--- src/rtl/wb_master_sched_pkg.sv ---
// Shared definitions for the Wishbone grant scheduler and the bus mux.
//   sched_state_e : FSM state encodings (IDLE=0, BUSY=1, RELEASE=2)
//   MODE_RR/PRIO  : arbitration mode codes carried on i_mode
//   iw_for()      : width of a master index, max(1, clog2(nm))
package wb_master_sched_pkg;

  typedef enum logic [1:0] {
    ST_IDLE    = 2'd0,
    ST_BUSY    = 2'd1,
    ST_RELEASE = 2'd2
  } sched_state_e;

  localparam logic MODE_RR   = 1'b0;
  localparam logic MODE_PRIO = 1'b1;

  localparam int          BEATS_W   = 16;
  localparam logic [15:0] BEATS_MAX = 16'hFFFF;

  function automatic int iw_for(input int nm);
    return (nm > 1) ? $clog2(nm) : 1;
  endfunction

endpackage

--- src/rtl/wb_rr_pick.sv ---
// Combinational request picker.
//   req      : per-master request (CYC) bits
//   last_idx : index of the most recently released master
//   mode     : MODE_RR rotates the search start to last_idx+1,
//              MODE_PRIO always searches from index 0
//   onehot   : one-hot winner (all zero when no request)
//   idx      : binary index of the winner (0 when no request)
//   any      : at least one request present
module wb_rr_pick
  import wb_master_sched_pkg::*;
#(
  parameter int NM = 2,
  parameter int IW = 1
) (
  input  logic [NM-1:0] req,
  input  logic [IW-1:0] last_idx,
  input  logic          mode,
  output logic [NM-1:0] onehot,
  output logic [IW-1:0] idx,
  output logic          any
);

  int   pos;
  logic found;

  // Walk NM candidate positions in search order; the first set bit wins.
  // In RR the walk starts one past last_idx and wraps, which needs at most
  // one subtraction because last_idx + 1 + k < 2*NM.
  always_comb begin
    idx   = '0;
    found = 1'b0;
    pos   = 0;
    for (int k = 0; k < NM; k++) begin
      if (mode == MODE_PRIO) begin
        pos = k;
      end else begin
        pos = int'(last_idx) + 1 + k;
        if (pos >= NM) pos = pos - NM;
      end
      if (!found && req[pos[IW-1:0]]) begin
        found = 1'b1;
        idx   = pos[IW-1:0];
      end
    end
  end

  assign any    = |req;
  assign onehot = any ? (NM'(1) << idx) : '0;

endmodule

--- src/rtl/wb_master_sched.sv ---
// Registered grant scheduler sharing one Wishbone slave-side bus among NM
// masters. Picks a requester in IDLE, holds the grant for the master's whole
// CYC, counts terminations and force-releases a master that sees no
// ack/err/rty for TIMEOUT cycles. Every grant ends with one RELEASE
// (turnaround) cycle, so two grants are separated by two o_gnt=0 cycles.
//
// Handshake: a grant is a level, not a pulse. o_gnt/o_gnt_idx are valid
// whenever o_gnt != 0; the owning master keeps it while its i_cyc bit stays
// high. A termination (ack|err|rty) is only meaningful while BUSY.
//
// Ports:
//   i_clk, i_rst : clock (rising edge), synchronous active-high reset
//   i_mode       : 0 round-robin, 1 fixed priority (sampled in IDLE only)
//   i_cyc[NM]    : per-master CYC request
//   i_ack/err/rty: slave terminations
//   o_gnt[NM]    : one-hot grant
//   o_gnt_idx    : index of the granted (or last granted) master
//   o_busy       : high in BUSY and RELEASE
//   o_timeout    : one-cycle pulse when the watchdog expires
//   o_beats      : terminations in the current grant, saturating
module wb_master_sched
  import wb_master_sched_pkg::*;
#(
  parameter  int NM      = 2,
  parameter  int TIMEOUT = 255,
  parameter  int TW      = 16,   // must be wide enough to hold TIMEOUT
  localparam int IW      = iw_for(NM)
) (
  input  logic               i_clk,
  input  logic               i_rst,
  input  logic               i_mode,
  input  logic [NM-1:0]      i_cyc,
  input  logic               i_ack,
  input  logic               i_err,
  input  logic               i_rty,
  output logic [NM-1:0]      o_gnt,
  output logic [IW-1:0]      o_gnt_idx,
  output logic               o_busy,
  output logic               o_timeout,
  output logic [BEATS_W-1:0] o_beats
);

  sched_state_e       state_q, state_d;
  logic [NM-1:0]      gnt_q, gnt_d;
  logic [IW-1:0]      gnt_idx_q, gnt_idx_d;
  logic [IW-1:0]      last_idx_q, last_idx_d;
  logic               busy_q, busy_d;
  logic               timeout_q, timeout_d;
  logic [BEATS_W-1:0] beats_q, beats_d;
  logic [TW-1:0]      wd_q, wd_d;

  logic [NM-1:0] pick_onehot;
  logic [IW-1:0] pick_idx;
  logic          pick_any;
  logic          term;
  logic          own_cyc;
  logic          expire;

  wb_rr_pick #(
    .NM(NM),
    .IW(IW)
  ) u_pick (
    .req     (i_cyc),
    .last_idx(last_idx_q),
    .mode    (i_mode),
    .onehot  (pick_onehot),
    .idx     (pick_idx),
    .any     (pick_any)
  );

  assign term    = i_ack | i_err | i_rty;
  // The one-hot grant register masks out every non-owner request, so other
  // masters' CYC changes cannot influence the current grant.
  assign own_cyc = |(i_cyc & gnt_q);
  // A termination on the last watchdog cycle rescues the grant.
  assign expire  = !term && (wd_q == TW'(TIMEOUT - 1));

  always_comb begin
    state_d    = state_q;
    gnt_d      = gnt_q;
    gnt_idx_d  = gnt_idx_q;
    last_idx_d = last_idx_q;
    busy_d     = busy_q;
    timeout_d  = 1'b0;
    beats_d    = beats_q;
    wd_d       = wd_q;
    unique case (state_q)
      ST_IDLE: begin
        gnt_d  = '0;
        busy_d = 1'b0;
        if (pick_any) begin
          gnt_d     = pick_onehot;
          gnt_idx_d = pick_idx;
          busy_d    = 1'b1;
          beats_d   = '0;
          wd_d      = '0;
          state_d   = ST_BUSY;
        end
      end
      ST_BUSY: begin
        if (term) begin
          if (beats_q != BEATS_MAX) beats_d = beats_q + 16'd1;
          wd_d = '0;
        end else begin
          wd_d = wd_q + TW'(1);
        end
        // A CYC drop takes precedence: the timeout only fires if the
        // owner is still requesting.
        if (!own_cyc || expire) begin
          gnt_d     = '0;
          timeout_d = own_cyc;
          state_d   = ST_RELEASE;
        end
      end
      ST_RELEASE: begin
        last_idx_d = gnt_idx_q;
        busy_d     = 1'b0;
        state_d    = ST_IDLE;
      end
      default: begin
        gnt_d   = '0;
        busy_d  = 1'b0;
        state_d = ST_IDLE;
      end
    endcase
  end

  always_ff @(posedge i_clk) begin
    if (i_rst) begin
      state_q    <= ST_IDLE;
      gnt_q      <= '0;
      gnt_idx_q  <= '0;
      last_idx_q <= IW'(NM - 1);
      busy_q     <= 1'b0;
      timeout_q  <= 1'b0;
      beats_q    <= '0;
      wd_q       <= '0;
    end else begin
      state_q    <= state_d;
      gnt_q      <= gnt_d;
      gnt_idx_q  <= gnt_idx_d;
      last_idx_q <= last_idx_d;
      busy_q     <= busy_d;
      timeout_q  <= timeout_d;
      beats_q    <= beats_d;
      wd_q       <= wd_d;
    end
  end

  assign o_gnt     = gnt_q;
  assign o_gnt_idx = gnt_idx_q;
  assign o_busy    = busy_q;
  assign o_timeout = timeout_q;
  assign o_beats   = beats_q;

endmodule

--- config.mk ---
export PLATFORM = sky130hd
export DESIGN_NAME = wb_master_sched
export DESIGN_NICKNAME = d
export VERILOG_FILES = /design/src/rtl/wb_master_sched_pkg.sv /design/src/rtl/wb_rr_pick.sv /design/src/rtl/wb_master_sched.sv
export SDC_FILE = /design/constraint.sdc
export NUM_CORES = 1
export LEC_CHECK = 0
export CORE_MARGIN = 2
export CORE_UTILIZATION = 50
export DETAILED_ROUTE_END_ITERATION = 6
export PLACE_DENSITY_LB_ADDON = 0.2
export SYNTH_ARGS = -nofsm -noshare
export SYNTH_HDL_FRONTEND = slang
export SYNTH_SLANG_ARGS = --single-unit
--- constraint.sdc ---
create_clock -name i_clk -period 4.7 [get_ports i_clk]
set_input_delay 0.47 -clock i_clk [delete_from_list [all_inputs] [get_ports i_clk]]
set_output_delay 0.47 -clock i_clk [all_outputs]
set_load 0.01 [all_outputs]
# == After elaboration in Yosys (flattened, before gate mapping) ==
# Cells that the tools add are included.
# totals
ff_bits,40
in_bits,8
out_inout_bits,21
wordCells,74
# classes
addsub,6
n_lt_le_gt_ge,4
n_eq_ne,8
n_shift,1
n_mux,25
bitwise_logic,6
n_reduce_logical,16
# op_table
op,n
$mux 16,4
$pmux 16 s2,2
$add 16x1->16 const B,2
$ge 32x3->1 const B,1
$eq 16x8->1 const B,1
$ne 16x16->1 const B,1
$mux 1,12
$mux 2,4
$ne 2x2->1 const B,4
$reduce_and 2->1,4
$pmux 2 s3,1
$lt 1x2->1 const B,2
$pmux 2 s2,1
$reduce_and 4->1,1
$reduce_or 2->1,2
$add 2x1->3 const B,1
$logic_not 1->1,3
$not 1->1,3
$reduce_or 3->1,1
$add 1x1->2 const B,1
$and 2x2->2,1
$eq 2x1->1 const B,1
$eq 2x2->1 const B,1
$ge 2x2->1 const B,1
8 further kinds,11

# == Depth between registers and ports, before layout ==
# Gate-level depths: netlist of run 1.
# depth
ltp_word,13
mapped_depth,7
depth_no_buf,7

# == Cells and area by module ==
# Synthesis of run 1 repeated with hierarchy kept, for this count alone.
# unflattened
cells_unflattened,282
area_unflattened_um2,2383.5
# by_module_without_submodules
mod,n_inst,cells_per_inst,area_per_inst_um2,seq_area_each_um2
wb_master_sched,1,276,2348.5,800.8
wb_rr_pick,1,6,35.0,0.0

# == Worst setup path before layout of run 1 ==
# Ideal clock, no wire load.
# synth_path
path_kind,input port to flip-flop
start,in i_err
end,reg wd_q[13]
setup_time_ns,0.074
arrival_ns,1.853
required_ns,4.626
path_slack_ns,2.773
stages,5
n_path_buf,1
path_cell_list,or3_4 > or2_4 > buf_6 > or4_1 > a31oi_1
# synth_via
elab_chain_cells,4
# synth_lines
item,line_no,rtl
start: declaration,wb_master_sched.sv:34,"input logic i_err,"
$or 1x1->1 (2 in series),wb_master_sched.sv:71,assign term = i_ack | i_err | i_rty;
$mux 16,wb_master_sched.sv:101,if (term) begin
$pmux 16 s2,wb_master_sched.sv:87,unique case (state_q)
end signal: assignment,wb_master_sched.sv:146,wd_q <= wd_d;
end: declaration,wb_master_sched.sv:50,"logic [TW-1:0] wd_q, wd_d;"
# Every way passes these cells.
# A chain may end at the register's enable or synchronous reset.

# == Worst setup path in the final report of run 1 ==
# layout_path
start,in i_err
end,"reg beats_q[14], in the netlist o_beats[14]"
# layout_via
elab_chain_cells,4
# layout_lines
item,line_no,rtl
$or 1x1->1 (2 in series),wb_master_sched.sv:71,
$ne 2x2->1 (no source line),-,
$reduce_and 4->1 (no source line),-,
end signal: assignment,wb_master_sched.sv:145,beats_q <= beats_d;
end: declaration,wb_master_sched.sv:49,"logic [BEATS_W-1:0] beats_q, beats_d;"
# Every way passes these cells.

==> results by group, run 1 <==
Outcome
  • Status: completed

GRT
  • Most Crowded Layer GR: met2
  • Antenna violations before repair: 0
  • Met3 usage: 0.05099
  • Pin count of the biggest net entering global routing: 41
  • Met1 Use GR: 0.3289
  • Total GRT Usage: 0.2334
  • Gr ovfl total: 0
  • Number of global-route vias before repair: 1,725
  • Global-route wire length before repair: 8128 µm
  • Met2 Use GR: 0.3468

Synth
  • Synth area leader: dfxtp_1
  • Synth top area cells: dfxtp_1 (39%), a311oi_1 (5.6%), nand2_1 (5.5%), a21oi_1 (5.4%), nand3_1 (4.2%)
  • Mapped Nets: 261
  • Ys flop type: dfxtp_1
  • Synthesized area per cell: 8.148 µm²
  • Register area share after synthesis: 0.3931
  • Mapped Cells: 250
  • Post-Syn Area: 2037 µm²
  • Yosys reg bits: 40
  • Synth async-reset ratio: 0
  • Share of the synthesized area in the top cell type: 0.3931
  • Cell variety after synth: 45
  • Yosys Warn Count: 0
  • Post-synth EDFFs: 0

Power and ir drop
  • Switching Share: 0.2717
  • Comb power frac: 0.119
  • Static leakage: 0.0007055 µW
  • Seq pwr share: 0.537
  • Psw: 177.5 µW
  • Pint: 475.9 µW
  • Clock Power Share: 0.344
  • PwrDens: 270.4 nW/µm²
  • Pwr Total: 653.4 µW
  • IR drop worst, VDD: 166.5 µV

Timing
  • Final min period: 2.623 ns
  • Final worst setup slack: 2.077 ns
  • Setup TNS: 0 ns
  • Fmax: 381.3 MHz
  • Setup violations, final: 0
  • Worst slew margin: 0.2012
  • RSZ-0062 raised after global routing: false
  • Clock Skew: 0.01367 ns
  • Final-report hold violation count: 0
  • Final Cycle Share: 0.5581
  • Slew Viols, Final: 0
  • Worst Tran Pin Value: 1.194 ns

Place
  • Dpl ws: 1.715 ns
  • Final HPWL DP: 3249 µm
  • GP Congestion: 0.7929
  • Number of port buffers: 28

Worst setup path
  • Worst path top cell family by delay: simple AND/OR/NAND/NOR gates
  • Worst path bufs/invs: 1
  • Crit path required time: 4.93 ns
  • R2r startpoint: state_q[0]
  • WP depth: 6
  • Crit Reg-Reg Endpoint: o_beats[14]
  • Kind of start point of the critical path: primary input
  • CP endpoint kind: register
  • FF-to-FF setup slack: 2.17 ns
  • R2R depth: 5
  • Worst-path cell chain: clkdlybuf4s50_1 > or3_4 > nor2_1 > a311o_1 > a21oi_1 > a211oi_1
  • CP arrival: 2.85 ns
  • Worst Setup Path Type: primary input to register
  • Worst Setup SP: i_err
  • Slowest cell on crit path: nor2_1
  • Crit path max fanout: 20
  • CP max stage delay: 0.91 ns
  • Critical Path End: o_beats[14]

Hold path
  • HP Class: register to register

Layout
  • Layout area overhead: 18.61%
  • Layout cells sized above 1: 0.06934
  • Commonest non-fill, non-tap cell in the layout: dfxtp_1
  • Most frequent cells in the layout: dfxtp_1 (40), nand2_1 (30), clkdlybuf4s50_1 (28), nor2_1 (22), a21oi_1 (22)
  • Final net count: 285
  • Antenna cells: 0
  • Final Util: 0.6084

Flow run
  • Max-Cap Viols: 0

Drt
  • DRC viols: 0
  • DRT iter0 DRCs: 179
  • Routed len/inst: 15.34 µm
  • Total number of vias: 2,029
  • Routed Antenna Nets: 0
  • Drt total wl: 4970 µm
  • Routed vias/inst: 6.262
  • Pre-antenna DRT Iters: 5

Clock network
  • Hold buffer count at CTS: 0
  • H-tree depth: 2
  • CTS clk-pin slew, worst paths: 0.08 ns
  • Clock Latency Late Sink: 0.30 ns
  • Root Driver: clkbuf_8
  • Clk sinks: 40
  • # Post-CTS Setup Buffers: 0
  • TritonCTS buffer count: 5
  • # resized after CTS: 0
  • TritonCTS clock tree: built
  • Longest Clk Path Bufs: 2

Floorplan
  • DIE AREA: 4600 µm²
  • Rows: 23
  • Die Width: 67.83 µm
  • Starting Density: 0.5129
  • Chip height: 67.83 µm
  • CORE AREA: 3971 µm²
  • # IOs: 29
[worst min-delay path: stages (launching register included)]
cell     delay [ns]
dfxtp_1        0.32
nand2_1        0.05
a21oi_1        0.06
[power groups by stage]
stage               Sequential (µW)  Clock (µW)  Combinational, µW
finish                          351         225               77.4
global placement                359           0               76.8
detailed placement              359           0               76.9
global route                    352         239               85.8
CTS                             351         228               77.0
floorplan                       359           0               48.9
[flip-flops by register name, indices dropped and copies added (netlist names)]
| name | cells |
|---|---|
| o_timeout | 1 |
| o_beats | 16 |
| o_busy | 1 |
| state_q | 2 |
| o_gnt | 2 |
| wd_q | 16 |
| o_gnt_idx | 1 |
| last_idx_q | 1 |
[metal layers]
metal | wire length (µm) | part of all wire
met3 | 272 | 0.055
met5 | 0 | 0
met4 | 98 | 0.020
met1 | 2450 | 0.49
met2 | 2148 | 0.43
[cell usage after synthesis (2+ instances only)]
master and instances:
nor3_1 8, a22oi_1 2, buf_2 3, nor2b_1 4, nand3_1 17, or4_1 3
a311oi_1 13, a41oi_1 5, ha_1 3, a31oi_1 13, o21ai_0 11, dfxtp_1 40
nand4_1 3, inv_1 2, a211oi_1 4, nor4_1 2, and4_1 4, nand2_1 30
o211ai_1 4, nor2_1 22, and2_1 4, or2_2 2, clkbuf_1 8, a21oi_1 22
[metrics by stage]
step	hold WS [ns]	area, µm²	instances
3_5_place_dp	0.4535	2335	317
3_3_place_gp	0.4484	2335	317
5_1_grt	0.5020	2416	324
2_1_floorplan	0.4639	2037	250
6_report	0.4694	2416	324
4_1_cts	0.4738	2416	324
[worst min-delay path by stage]
| stage | start | endpoint | slack [ns] | depth (start not counted) |
|---|---|---|---|---|
| global placement | o_busy | o_busy | 0.45 | 2 |
| floorplan | wd_q[9] | wd_q[9] | 0.46 | 1 |
| finish | o_busy | o_busy | 0.47 | 2 |
| CTS | o_busy | o_busy | 0.47 | 2 |
| global route | o_gnt_idx | o_gnt_idx | 0.50 | 2 |
| detailed placement | o_busy | o_busy | 0.45 | 2 |
[kinds of logic after synthesis]
| family | synth area share |
|---|---|
| AND/OR/NAND/NOR | 0.2715 |
| AO/OA/AOI/OAI | 0.2733 |
| flip-flops | 0.3931 |
| buffers and inverters | 0.03317 |
| adder cells (fa/ha/maj) | 0.01843 |
| multiplexers | 0.01044 |
[cell type report]
class | count | area [µm²]
Clock buffer | 5 | 68.82
Clock inverter | 2 | 12.51
Fill cell | 388 | 1555
Inverter | 2 | 7.507
Multi-Input combinational cell | 195 | 1169
Sequential cell | 40 | 800.8
Tap cell | 50 | 62.56
Timing Repair Buffer | 30 | 295.3
Note: power is estimated with default switching activity, not from simulation.
==> run 2, diff against run 1 <==
Clock period 4.7 ns to 2.59 ns, I/O delays scaled along.
==> results by group, run 2 (synthesized netlist as in run 1, its figures left out) <==
Hold path
  • HP Class: register to register
  • Hold Startpoint: o_busy
  • Hold-critical path depth: 2
  • Hold worst-path end: o_busy

Layout
  • Layout area overhead: 20.88%
  • Final net count: 290
  • Antenna cells: 0
  • Commonest non-fill, non-tap cell in the layout: dfxtp_1
  • Most frequent cells in the layout: dfxtp_1 (40), nand2_1 (30), clkdlybuf4s50_1 (28), nor2_1 (22), a21oi_1 (22)
  • Final Util: 0.6200
  • Final non-filler cell total: 330
  • Layout cells sized above 1: 0.08214

Worst setup path
  • R2R depth: 6
  • Worst-path cell chain: ha_1 > nand3_1 > nor2_1 > a31oi_1 > a41oi_1 > a311oi_1
  • Worst Setup SP: o_beats[0]
  • Slowest cell on crit path: a31oi_1
  • CP arrival: 2.49 ns
  • R2r startpoint: o_beats[0]
  • Crit path required time: 2.78 ns
  • Worst Setup Path Type: register to register
  • Kind of start point of the critical path: register
  • Crit path max fanout: 12
  • CP endpoint kind: register
  • Crit Reg-Reg Endpoint: o_beats[11]
  • FF-to-FF setup slack: 0.30 ns
  • Worst path bufs/invs: 0
  • Worst path top cell family by delay: compound AO/OA/AOI/OAI gates
  • CP max stage delay: 0.78 ns

Power and ir drop
  • PwrDens: 495.7 nW/µm²
  • Pwr Total: 1220 µW
  • Static leakage: 0.0007358 µW
  • IR drop worst, VDD: 329.9 µV

Floorplan
  • Die Width: 67.83 µm
  • CORE AREA: 3971 µm²
  • Rows: 23
  • DIE AREA: 4600 µm²
  • Chip height: 67.83 µm
  • # IOs: 29
  • Starting Density: 0.5129

Clock network
  • Clk sinks: 40
  • TritonCTS clock tree: built
  • Longest Clk Path Bufs: 2
  • CTS clk-pin slew, worst paths: 0.08 ns
  • Clock Latency Late Sink: 0.29 ns
  • Hold buffer count at CTS: 0
  • TritonCTS buffer count: 5
  • H-tree depth: 2
  • # resized after CTS: 0
  • Root Driver: clkbuf_8
  • # Post-CTS Setup Buffers: 0

GRT
  • Met1 Use GR: 0.3537
  • Met2 Use GR: 0.3431
  • Met3 usage: 0.05757
  • Antenna violations before repair: 0
  • Pin count of the biggest net entering global routing: 19
  • Gr ovfl total: 0
  • Total GRT Usage: 0.2357
  • Most Crowded Layer GR: met1
  • Global-route wire length before repair: 8293 µm
  • Number of global-route vias before repair: 1,750

Drt
  • DRC viols: 0
  • Drt total wl: 5036 µm
  • Pre-antenna DRT Iters: 7
  • DRT iter0 DRCs: 222
  • Routed vias/inst: 6.161
  • Routed Antenna Nets: 0
  • Total number of vias: 2,033
  • Routed len/inst: 15.26 µm

Timing
  • RSZ-0062 raised after global routing: false
  • Fmax: 436.0 MHz
  • Slew Viols, Final: 0
  • Final-report hold violation count: 0
  • Setup violations, final: 0
  • Setup TNS: 0 ns
  • Worst slew margin: 0.2683
  • Worst Tran Pin Value: 1.093 ns
  • Final min period: 2.294 ns
  • Final Cycle Share: 0.8855
  • Clock Skew: 0.008640 ns

Place
  • Number of port buffers: 28
  • Final HPWL DP: 3344 µm
  • GP Congestion: 0.8383
  • Placed Instances: 322

Flow run
  • Max-Cap Viols: 0

Outcome
  • Status: completed
run 2: changes by cell type in the layout (fill, tap and decap cells not counted):
cell	change
clkinvlp_4	-1
clkbuf_1	+2
clkinv_2	-1
clkbuf_8	+1
buf_4	+5
run 2: power by group:
| group | internal, µW | switching [µW] |
|---|---|---|
| clock | 217 | 214 |
| sequential | 626 | 11.1 |
| combinational | 61.4 | 90.6 |
run 2: per-layer routing:
metal	wire length [µm]	vias to the layer above
li1	-	1021
met1	2453	935
met2	2203	72
met3	345	5
met4	34	0
met5	0	-
run 2: tightest hold or removal path: stages (launching register included):
cell	delay (ns)
dfxtp_1	0.31
nand2_1	0.05
a21oi_1	0.05
run 2: layout make-up:
type / count / area [µm²]
flip-flops and latches: 40 / 800.8
multi-input cells: 195 / 1169
well taps: 50 / 62.56
fillers: 366 / 1509
repair buffers: 35 / 332.8
inverters: 2 / 7.507
clock buffers: 8 / 90.09
run 2: stage by stage:
| step | hold slack, ns | setup slack [ns] | instance area, µm² |
|---|---|---|---|
| global placement | 0.4469 | 0.3390 | 2372 |
| detailed placement | 0.4545 | 0.2139 | 2372 |
| finish | 0.4644 | 0.2964 | 2462 |
| CTS | 0.4720 | 0.3065 | 2462 |
| floorplan | 0.4292 | 0.6883 | 2037 |
| global route | 0.5125 | 0.09995 | 2462 |
run 2: worst max-delay path by stage:
stage / endpoint / slack [ns] / cells after the start
6_report: o_beats[11] / 0.30 / 6
5_1_grt: o_beats[5] / 0.1 / 6
4_1_cts: o_beats[11] / 0.31 / 6
3_5_place_dp: o_beats[11] / 0.21 / 6
3_3_place_gp: o_beats[4] / 0.34 / 6
2_1_floorplan: o_beats[12] / 0.69 / 7
==> run 3, diff against run 2 <==
Settings changed: GPL_ROUTABILITY_DRIVEN set to 0.
Clock period 2.59 ns to 2.3 ns, I/O delays scaled along.
==> results by group, run 3 (synthesized netlist as in run 1, its figures left out) <==
Clock network
  • Hold buffer count at CTS: 0
  • Longest Clk Path Bufs: 2
  • Root Driver: clkbuf_8
  • H-tree depth: 2
  • TritonCTS buffer count: 5
  • Clock Latency Late Sink: 0.28 ns
  • Clk sinks: 40
  • TritonCTS clock tree: built
  • CTS clk-pin slew, worst paths: 0.07 ns
  • # Post-CTS Setup Buffers: 0

Timing
  • Slew Viols, Final: 0
  • Clock Skew: 0.002549 ns
  • Final Cycle Share: 0.8872
  • Setup violations, final: 0
  • Hold WS: 0.4657 ns
  • Fmax: 490.1 MHz
  • RSZ-0062 raised after global routing: false
  • Final min period: 2.041 ns
  • Worst slew margin: 0.5671
  • Worst Tran Pin Value: 0.6473 ns
  • Final-report hold violation count: 0
  • Final worst setup slack: 0.2595 ns

GRT
  • Number of global-route vias before repair: 1,692
  • Gr ovfl total: 0
  • Pin count of the biggest net entering global routing: 19
  • Antenna violations before repair: 0
  • Global-route wire length before repair: 7866 µm
  • Total GRT Usage: 0.2194

Place
  • Dpl ws: -0.02534 ns
  • Number of port buffers: 28
  • Final HPWL DP: 3320 µm
  • Placed instance area: 2417 µm²
  • Placed Instances: 328

Drt
  • Pre-antenna DRT Iters: 4
  • Routed len/inst: 14.39 µm
  • Routed vias/inst: 6.063
  • Total number of vias: 2,031
  • DRC viols: 0
  • Drt total wl: 4819 µm
  • Routed Antenna Nets: 0
  • DRT iter0 DRCs: 166

Power and ir drop
  • IR drop worst, VDD: 353.8 µV
  • Static leakage: 0.0007626 µW
  • PwrDens: 529.5 nW/µm²

Floorplan
  • # IOs: 29
  • CORE AREA: 3971 µm²
  • DIE AREA: 4600 µm²
  • Die Width: 67.83 µm
  • Chip height: 67.83 µm
  • Rows: 23
  • Starting Density: 0.5129

Worst setup path
  • Worst path bufs/invs: 0
  • CP arrival: 2.21 ns
  • R2R depth: 6
  • Worst path top cell family by delay: simple AND/OR/NAND/NOR gates
  • Crit Reg-Reg Endpoint: o_gnt[1]
  • CP max stage delay: 0.58 ns
  • Kind of start point of the critical path: register
  • R2r startpoint: wd_q[1]
  • Worst Setup Path Type: register to register
  • WP depth: 6
  • Crit path top cell by count: a31oi_1
  • Crit path max fanout: 6
  • Slowest cell on crit path: or4b_2
  • CP endpoint kind: register
  • Critical Path End: o_gnt[1]
  • Worst Setup SP: wd_q[1]
  • FF-to-FF setup slack: 0.26 ns
  • Crit path required time: 2.47 ns
  • Worst-path cell chain: ha_1 > or4b_2 > nor3_1 > a31oi_1 > nand3_1 > a31oi_1

Layout
  • Design area: 2501 µm²
  • Final non-filler cell total: 335
  • Area taken by multi-input logic gates: 1175 µm²
  • Final net count: 296
  • Fillers: 369
  • Most frequent cells in the layout: dfxtp_1 (40), nand2_1 (30), clkdlybuf4s50_1 (28), nor2_1 (22), a21oi_1 (22)
  • Antenna cells: 0
  • Commonest non-fill, non-tap cell in the layout: dfxtp_1
  • Sequential cell area: 800.8 µm²
  • Layout cells sized above 1: 0.1053
  • Layout area overhead: 22.79%

Hold path
  • HP Class: register to register

Flow run
  • Max-Cap Viols: 0

Outcome
  • Status: completed
## run 3: cell types whose count changed in the layout (fill, tap and decap cells not counted), sizes merged
cell,change
buf,+6
clkbuf,-2
clkinv,+1
## run 3: power breakdown
group,total [µW],internal (µW),switching [µW]
combinational,173,73.3,99.5
sequential,717,704,12.0
clock,435,206,229
## run 3: how the worst min path moves through the flow
stage               startpoint        end  slack [ns]  depth (start not counted)
floorplan             i_cyc[1]  o_gnt_idx        0.40                          2
global placement        o_busy     o_busy        0.45                          2
detailed placement      o_busy     o_busy        0.45                          2
CTS                     o_busy     o_busy        0.47                          2
global route         o_gnt_idx  o_gnt_idx        0.51                          2
finish                  o_busy     o_busy        0.47                          2
## run 3: area by class of cell
cell class	count	share of cell area
Multi-Input combinational cell	195	0.4697
Sequential cell	40	0.3202
Timing Repair Buffer	41	0.1511
Clock buffer	6	0.02901
Tap cell	50	0.02501
Inverter	2	0.003001
Clock inverter	1	0.002001
## run 3: worst reg2reg max path: cells and delay by family (launching register included)
family / cells / cell delay, ns
adder cells (fa/ha/maj): 1 / 0.18
AND/OR/NAND/NOR: 3 / 1.02
flip-flops: 1 / 0.41
AO/OA/AOI/OAI: 2 / 0.31
## run 3: stage by stage
stage,setup TNS (ns),total power [µW],util
4_1_cts,0,1338,0.6282
5_1_grt,0,1389,0.6298
3_3_place_gp,0,904.0,0.6087
2_1_floorplan,0,834.1,-
3_5_place_dp,-0.04473,904.1,0.6087
6_report,0,1324,0.6298
## run 3: timing repair
action / in CTS / in global routing
setup endpoints to repair: 0 / 4
hold endpoints to repair: 0 / 0
gates resized for setup: 0 / 1
## run 3: per-layer routing
metal,wire [µm],up-vias,GRT usage
met4,29,0,0.04500
li1,-,1032,-
met5,0,-,0
met2,2128,41,0.3346
met1,2436,954,0.3242
met3,225,4,0.03947
